$ cat src/rtl/t1_display_pkg.sv
// Shared types and active-low 7-segment patterns (g..a) for the BCD counter display.
package t1_display_pkg;

  typedef logic [3:0] bcd_digit_t;

  localparam logic [6:0] SEG_0     = 7'b1000000;
  localparam logic [6:0] SEG_1     = 7'b1111001;
  localparam logic [6:0] SEG_2     = 7'b0100100;
  localparam logic [6:0] SEG_3     = 7'b0110000;
  localparam logic [6:0] SEG_4     = 7'b0011001;
  localparam logic [6:0] SEG_5     = 7'b0010010;
  localparam logic [6:0] SEG_6     = 7'b0000010;
  localparam logic [6:0] SEG_7     = 7'b1111000;
  localparam logic [6:0] SEG_8     = 7'b0000000;
  localparam logic [6:0] SEG_9     = 7'b0010000;
  localparam logic [6:0] SEG_BLANK = 7'h7F;

endpackage

$ cat src/rtl/bcd_to_7seg.sv
// Combinational BCD digit to active-low 7-segment pattern; codes above 9 go dark.
module bcd_to_7seg
  import t1_display_pkg::*;
(
  input  bcd_digit_t  digit,
  output logic [6:0]  segments
);

  always_comb begin
    segments = SEG_BLANK;
    case (digit)
      4'd0: segments = SEG_0;
      4'd1: segments = SEG_1;
      4'd2: segments = SEG_2;
      4'd3: segments = SEG_3;
      4'd4: segments = SEG_4;
      4'd5: segments = SEG_5;
      4'd6: segments = SEG_6;
      4'd7: segments = SEG_7;
      4'd8: segments = SEG_8;
      4'd9: segments = SEG_9;
      default: segments = SEG_BLANK;
    endcase
  end

endmodule

$ cat src/rtl/bcd_counter_display.sv
// N-digit BCD up-counter driving a multiplexed active-low 7-segment display.
// Optional build macro: BCD_LEADING_ZERO_BLANK_EN blanks leading zero digits above digit 0.
module bcd_counter_display
  import t1_display_pkg::*;
#(
  parameter int N_DIGITS        = 4,
  parameter int N_REFRESH_DELAY = 100000
) (
  input  logic                    clk,
  input  logic                    resetN,
  input  logic                    IncPulse_in,
  input  logic                    ClearCount,
  output logic [4*N_DIGITS-1:0]   Count_out,
  output logic                    Overflow_out,
  output logic [6:0]              Segments_out,
  output logic [N_DIGITS-1:0]     Anodes_out
);

  localparam int IDX_W = (N_DIGITS > 1) ? $clog2(N_DIGITS) : 1;
  localparam int REF_W = $clog2(N_REFRESH_DELAY);
  localparam logic [IDX_W-1:0] IDX_LAST = IDX_W'(N_DIGITS - 1);
  localparam logic [REF_W-1:0] REF_LAST = REF_W'(N_REFRESH_DELAY - 1);

  logic [4*N_DIGITS-1:0] count_reg;
  logic [4*N_DIGITS-1:0] count_next;
  logic                  overflow_reg;
  logic                  carry_out;
  logic [IDX_W-1:0]      index_reg;
  logic [REF_W-1:0]      refresh_reg;
  logic [N_DIGITS-1:0]   anodes_reg;
  logic [6:0]            segments_reg;

  bcd_digit_t            digits [N_DIGITS];
  bcd_digit_t            digit_sel;
  logic [6:0]            seg_code;
  logic                  blank_sel;

  // Ripple carry across all digits in a single cycle.
  always_comb begin
    logic carry;
    carry      = 1'b1;
    count_next = count_reg;
    for (int i = 0; i < N_DIGITS; i++) begin
      if (carry) begin
        if (count_reg[4*i +: 4] == 4'd9)
          count_next[4*i +: 4] = 4'd0;
        else
          count_next[4*i +: 4] = count_reg[4*i +: 4] + 4'd1;
      end
      carry = carry && (count_reg[4*i +: 4] == 4'd9);
    end
    carry_out = carry;
  end

  genvar gi;
  generate
    for (gi = 0; gi < N_DIGITS; gi++) begin : g_digit
      assign digits[gi] = count_reg[4*gi +: 4];
    end
  endgenerate

  assign digit_sel = digits[index_reg];

`ifdef BCD_LEADING_ZERO_BLANK_EN
  // A digit is a leading zero when it and every digit above it are zero.
  logic [N_DIGITS-1:0] lead_zero;
  assign lead_zero[0] = 1'b0;
  generate
    for (gi = 1; gi < N_DIGITS; gi++) begin : g_lead_zero
      assign lead_zero[gi] = (count_reg[4*N_DIGITS-1:4*gi] == '0);
    end
  endgenerate
  assign blank_sel = lead_zero[index_reg];
`else
  assign blank_sel = 1'b0;
`endif

  bcd_to_7seg u_bcd_to_7seg (
    .digit    (digit_sel),
    .segments (seg_code)
  );

  always_ff @(posedge clk) begin
    if (!resetN) begin
      count_reg    <= '0;
      overflow_reg <= 1'b0;
      index_reg    <= '0;
      refresh_reg  <= '0;
      anodes_reg   <= '1;
      segments_reg <= SEG_BLANK;
    end else begin
      if (ClearCount) begin
        count_reg    <= '0;
        overflow_reg <= 1'b0;
      end else if (IncPulse_in) begin
        count_reg    <= count_next;
        overflow_reg <= carry_out;
      end else begin
        overflow_reg <= 1'b0;
      end

      if (refresh_reg == REF_LAST) begin
        refresh_reg <= '0;
        index_reg   <= (index_reg == IDX_LAST) ? '0 : index_reg + IDX_W'(1);
      end else begin
        refresh_reg <= refresh_reg + REF_W'(1);
      end

      // Display registers lag the scan index and count by one cycle.
      anodes_reg   <= ~(N_DIGITS'(1) << index_reg);
      segments_reg <= blank_sel ? SEG_BLANK : seg_code;
    end
  end

  assign Count_out    = count_reg;
  assign Overflow_out = overflow_reg;
  assign Anodes_out   = anodes_reg;
  assign Segments_out = segments_reg;

endmodule

$ cat config.mk
export PLATFORM = sky130hd
export DESIGN_NAME = bcd_counter_display
export DESIGN_NICKNAME = d
export VERILOG_FILES = /design/src/rtl/t1_display_pkg.sv /design/src/rtl/bcd_to_7seg.sv /design/src/rtl/bcd_counter_display.sv
export SDC_FILE = /design/constraint.sdc
export NUM_CORES = 1
export LEC_CHECK = 0
export CAP_MARGIN = 20
export CORE_UTILIZATION = 56
export CTS_BUF_LIST = sky130_fd_sc_hd__clkbuf_8
export CTS_CLUSTER_DIAMETER = 50
export DETAILED_ROUTE_END_ITERATION = 12
export PLACE_DENSITY = 0.82
export SYNTH_ARGS = -nofsm -noshare
export SYNTH_HDL_FRONTEND = slang
export SYNTH_SLANG_ARGS = --single-unit
export TNS_END_PERCENT = 1
$ cat constraint.sdc
create_clock -name clk -period 2.61 [get_ports clk]
set_input_delay 0.522 -clock clk [delete_from_list [all_inputs] [get_ports clk]]
set_output_delay 0.522 -clock clk [all_outputs]
set_load 0.005 [all_outputs]
==> results.json, run 1 <==
{
  "grt_start_max_net_pins": 17,
  "grt_use_total": 0.2103,
  "yosysWarnings": 0,
  "period_share": 0.8086,
  "floorplan.initialDensity": 0.5979,
  "seq_area_frac_synth": 0.4173,
  "top_layer_used": "met4",
  "post_cts_buffers": 0,
  "critical_path_class": "flop to flop",
  "die_w_um": 65.45,
  "drtIter0Drc": 134,
  "tightest_slew_ps": 570.5,
  "dpl_cell_area_sq_um": 2589,
  "place.port_buffers": 31,
  "cp_max_fo": 9,
  "vdd_drop_max_mv": 0.3695,
  "routed_wl_um": 4221,
  "routedWlPerCell_um": 12.99,
  "cts_buffer_depth": 2,
  "insertion_delay_ps": 290,
  "hpwl_um": 2978,
  "finalSetupTns_ps": 0,
  "synthDistinctLibCells": 44,
  "synth.avg_cell_area_sq_um": 9.165,
  "dieArea_sq_um": 4284,
  "max_cap_viol_count": 0,
  "antenna_found_initial": 0,
  "cts_resized": 0,
  "syn_nets": 260,
  "grt_pass1_wl_um": 6900,
  "clk_pin_slew_worst_paths_ps": 80,
  "ctsHoldBuffers": 0,
  "drt_pass1_iterations": 4,
  "die_h_um": 65.45,
  "drc_errors": 0,
  "root_buffer": "clkbuf_8",
  "wl_met3_um": 251,
  "power_density_nw_per_um2": 459.0,
  "core_sq_um": 3771,
  "synth_ff_type": "dfxtp_1",
  "num-nets-final": 291,
  "grt_pass1_vias": 1494,
  "cts_sinks": 47,
  "setup-violations-final": 0,
  "areaGrowthSynthToFinish_pct": 18.70,
  "drv_slew": 0,
  "status": "complete, no violations",
  "grt_overflow_total": 0,
  "postLayoutCellArea_sq_um": 2676,
  "drive_gt1_frac": 0.06137,
  "synthCells": 246,
  "final_common_cell": "dfxtp_1",
  "layout_common_cells": "47 x dfxtp_1, 31 x clkdlybuf4s50_1, 24 x nor2_1",
  "drt-met1-wl_um": 2173,
  "fin_ws_ps": 499.6,
  "dr_total_vias": 1808,
  "place_ws_ps": 442.4,
  "viasPerCell": 5.563,
  "synth-edff-count": 0,
  "rows": 22,
  "drt.antenna.violating_nets": 0,
  "worst_ep_arrival_time_ps": 2280,
  "gp_congestion": 0.8747,
  "antenna_cells": 0,
  "endpoint_kind": "flop",
  "relSlewSlack": 0.6187,
  "final_hold_viol_count": 0,
  "ys_ff_latch": 47,
  "cts_tree": "done",
  "p_leak_nw": 0.9217,
  "synthArstFlopShare": 0,
  "htreeDepth": 2,
  "fin_crit_ps": 2110,
  "numCtsBuffers": 5,
  "fin_skew_ps": 5.931,
  "wl_met2_um": 1752,
  "power.total_mw": 1.228,
  "required_ps": 2780,
  "rsz0062_at_grt": "false",
  "max_freq_mhz": 473.8,
  "pin_count": 32,
  "start_kind": "flop",
  "syn_area_sq_um": 2255,
  "hold_path.class": "flop to flop",
  "largest_register_ffs": 17
}
-- worst paths after layout --
| path | startpoint | end | slack [ps] | depth (start not counted) |
|---|---|---|---|---|
| worst max-delay path | index_reg[0] | Segments_out[4] | 500 | 7 |
| worst min-delay path | refresh_reg[0] | refresh_reg[0] | 470 | 1 |
| worst max register to register | index_reg[0] | Segments_out[4] | 500 | 7 |
| worst min register to register | refresh_reg[0] | refresh_reg[0] | 470 | 1 |
-- worst max-delay path: stages, from the launching register on --
cell     delay [ps]
dfxtp_1         570
mux4_2          630
inv_1           140
ha_1            180
inv_1            40
mux2_4          250
o22ai_2         110
nand2_1          70
-- cells by family (layout without fill, tap and decap cells) --
group,after synthesis,after routing,synth area share
and+or+nand+nor,110,110,0.2686
AOI/OAI and AO/OA,32,32,0.08324
DFF,47,47,0.4173
muxes,8,8,0.05993
xor gates and xnor gates,20,20,0.07769
adders and majority gates,10,10,0.05549
buffers and inverters,19,50,0.03774
-- metal layers --
metal | GRT usage | vias up
met2 | 0.3015 | 55
met5 | 0 | -
met1 | 0.3107 | 822
met3 | 0.05208 | 6
li1 | - | 925
met4 | 0.05707 | 0
-- cells in the mapped netlist (8+ instances only) --
master / number / area (sq um)
inv_1: 11 / 41.29
nor2_1: 24 / 90.09
nor2b_1: 8 / 50.05
nand2_1: 23 / 86.33
nand4_1: 9 / 56.30
nand3_1: 9 / 45.04
dfxtp_1: 47 / 940.9
xor2_1: 9 / 78.83
o21ai_0: 10 / 50.05
a21oi_1: 11 / 55.05
xnor2_1: 11 / 96.34
ha_1: 10 / 125.1
-- power breakdown --
| part | internal [mW] | switching [mW] |
|---|---|---|
| Sequential | 0.729 | 0.00765 |
| Combinational | 0.0332 | 0.0299 |
| Clock | 0.208 | 0.221 |
| Total | 0.970 | 0.259 |
-- through the flow --
step / hold WS (ps) / instances / utilization
2_1_floorplan: 430.2 / 246 / -
5_1_grt: 492.5 / 325 / 0.7097
4_1_cts: 473.3 / 325 / 0.7097
3_3_place_gp: 439.4 / 318 / 0.6865
3_5_place_dp: 453.9 / 318 / 0.6865
6_report: 471.8 / 325 / 0.7097
-- layout make-up --
| class | instances | area (sq um) |
|---|---|---|
| multi-input cells | 180 | 1229 |
| repair buffers | 32 | 317.8 |
| clock inverters | 1 | 5.005 |
| inverters | 11 | 41.29 |
| fillers | 297 | 1095 |
| clock buffers | 6 | 82.58 |
| well taps | 48 | 60.06 |
| flip-flops and latches | 47 | 940.9 |
(Power assumes the default switching activity.)
==> run 2, diff against run 1 <==
CORE_UTILIZATION = 51   (was 56)
PLACE_DENSITY = 0.78   (was 0.82)
clock period = 1.75 ns   (was 2.61 ns; I/O delays follow)
==> results.json, run 2 (synthesis gave the netlist of run 1 again) <==
{
  "drc_errors": 0,
  "routedWlPerCell_um": 13.62,
  "num-nets-final": 315,
  "rsz0062_at_grt": "true",
  "critPathMaxStageDelay_ps": 390,
  "final_hold_viol_count": 0,
  "drtIter0Drc": 65,
  "vdd_drop_max_mv": 0.3971,
  "die_w_um": 68.49,
  "largest_register_ffs": 17,
  "insertion_delay_ps": 300,
  "p_leak_nw": 1.053,
  "max_cap_viol_count": 0,
  "antenna_cells": 0,
  "endpoint_kind": "flop",
  "die_h_um": 68.49,
  "period_share": 0.9671,
  "areaGrowthSynthToFinish_pct": 27.58,
  "grt_use_total": 0.2280,
  "path_delay_family": "simple AND/OR/NAND/NOR gates",
  "drt_pass1_iterations": 4,
  "drv_slew": 0,
  "dr_total_vias": 1903,
  "ctsHoldBuffers": 0,
  "netSwitchingFraction": 0.2256,
  "viasPerCell": 5.406,
  "drive_gt1_frac": 0.1589,
  "tightest_slew_ps": 344.7,
  "fin_skew_ps": 6.378,
  "grt_overflow_total": 0,
  "nFillCells": 323,
  "fin_ws_ps": 57.65,
  "p_sw_mw": 0.4123,
  "p_seq_frac": 0.599,
  "crit_chain": "ha_1 -> and4_1 -> nand4_1 -> or3_1 -> a21boi_0",
  "power.total_mw": 1.827,
  "drt.antenna.violating_nets": 0,
  "floorplan.initialDensity": 0.5479,
  "layout_common_cells": "44 x dfxtp_1, 31 x clkdlybuf4s50_1, 25 x buf_4",
  "gp_congestion": 0.8119,
  "status": "complete, no violations",
  "pin_count": 32,
  "cts_tree": "done",
  "required_ps": 1960,
  "hpwl_um": 3500,
  "root_buffer": "clkbuf_8",
  "power_density_nw_per_um2": 635.3,
  "grt_pass1_vias": 1703,
  "relSlewSlack": 0.7670,
  "htreeDepth": 2,
  "postLayoutCoreUtil": 0.6990,
  "routed_wl_um": 4795,
  "worst_ep_arrival_time_ps": 1900,
  "grt_start_max_net_pins": 17,
  "start_kind": "flop",
  "worst_path_max_delay_cell": "dfxtp_1",
  "max_freq_mhz": 590.9,
  "cp_max_fo": 4,
  "core_sq_um": 4115,
  "setup-violations-final": 0,
  "whs_ps": 473.6,
  "rows": 23,
  "clkPwrFrac": 0.339,
  "numCtsBuffers": 5,
  "cts_sinks": 47,
  "final_common_cell": "dfxtp_1",
  "hold_path.class": "flop to flop",
  "grt_pass1_wl_um": 7755,
  "p_int_mw": 1.415,
  "dieArea_sq_um": 4691,
  "critical_path_class": "flop to flop",
  "clk_pin_slew_worst_paths_ps": 80,
  "place.port_buffers": 31,
  "place_ws_ps": -145.7,
  "antenna_found_initial": 0,
  "timing.critical_path.buf_inv": 0,
  "p_comb_frac": 0.062,
  "cts_buffer_depth": 2,
  "fin_crit_ps": 1692
}
run 2: cell types whose count changed in the layout (fill, tap and decap cells not counted), sizes merged:
| cell | delta |
|---|---|
| buf | +24 |
| inv | +2 |
| clkbuf | -1 |
run 2: worst register-to-register path, cell delays in order (launching register included):
cell and delay, ps:
dfxtp_1 390, ha_1 210, and4_1 230, nand4_1 170, or3_1 380, a21boi_0 210
run 2: worst paths after layout:
kind	startpoint	endpoint	slack, ps	cells past startpoint
worst min-delay path	refresh_reg[0]	refresh_reg[0]	470	1
worst max-delay path	refresh_reg[0]	index_reg[0]	60	5
worst max register to register	refresh_reg[0]	index_reg[0]	60	5
worst min register to register	refresh_reg[0]	refresh_reg[0]	470	1
run 2: layer usage:
metal / up-vias / share of wire / global-route usage
met1: 884 / 0.46 / 0.2908
met3: 7 / 0.040 / 0.05592
met2: 37 / 0.48 / 0.3578
li1: 975 / - / -
met5: - / 0 / 0
met4: 0 / 0.019 / 0.1120
run 2: power by group through the flow:
stage / sequential (mW) / combinational, mW / clock, mW
3_3_place_gp: 1.12 / 0.110 / 0
3_5_place_dp: 1.12 / 0.113 / 0
4_1_cts: 1.10 / 0.113 / 0.639
2_1_floorplan: 1.12 / 0.0522 / 0
6_report: 1.09 / 0.113 / 0.620
5_1_grt: 1.10 / 0.126 / 0.688
run 2: layout make-up:
cell class	instances	area (sq um)	share of cell area
multi-input cells	180	1246	0.4332
clock buffers	5	68.82	0.02392
clock inverters	3	12.51	0.004350
repair buffers	56	498.0	0.1731
well taps	50	62.56	0.02175
inverters	11	41.29	0.01435
flip-flops and latches	47	947.2	0.3293
run 2: timing repair:
item / in CTS / in global routing
resized for setup: 0 / 4
setup endpoints to repair: 0 / 5
setup buffers: 0 / 3
run 2: stage by stage:
step / instance area [sq um] / cells / setup TNS (ps)
5_1_grt: 2877 / 352 / -81.49
2_1_floorplan: 2268 / 246 / -24.15
3_5_place_dp: 2763 / 341 / -383.7
4_1_cts: 2844 / 349 / 0
6_report: 2877 / 352 / 0
3_3_place_gp: 2763 / 341 / -221.1
==> run 3, diff against run 2 <==
CAP_MARGIN = unset   (was 20)
==> results of run 3 <==
The final DEF is identical to that of run 2; final timing and power are the same.
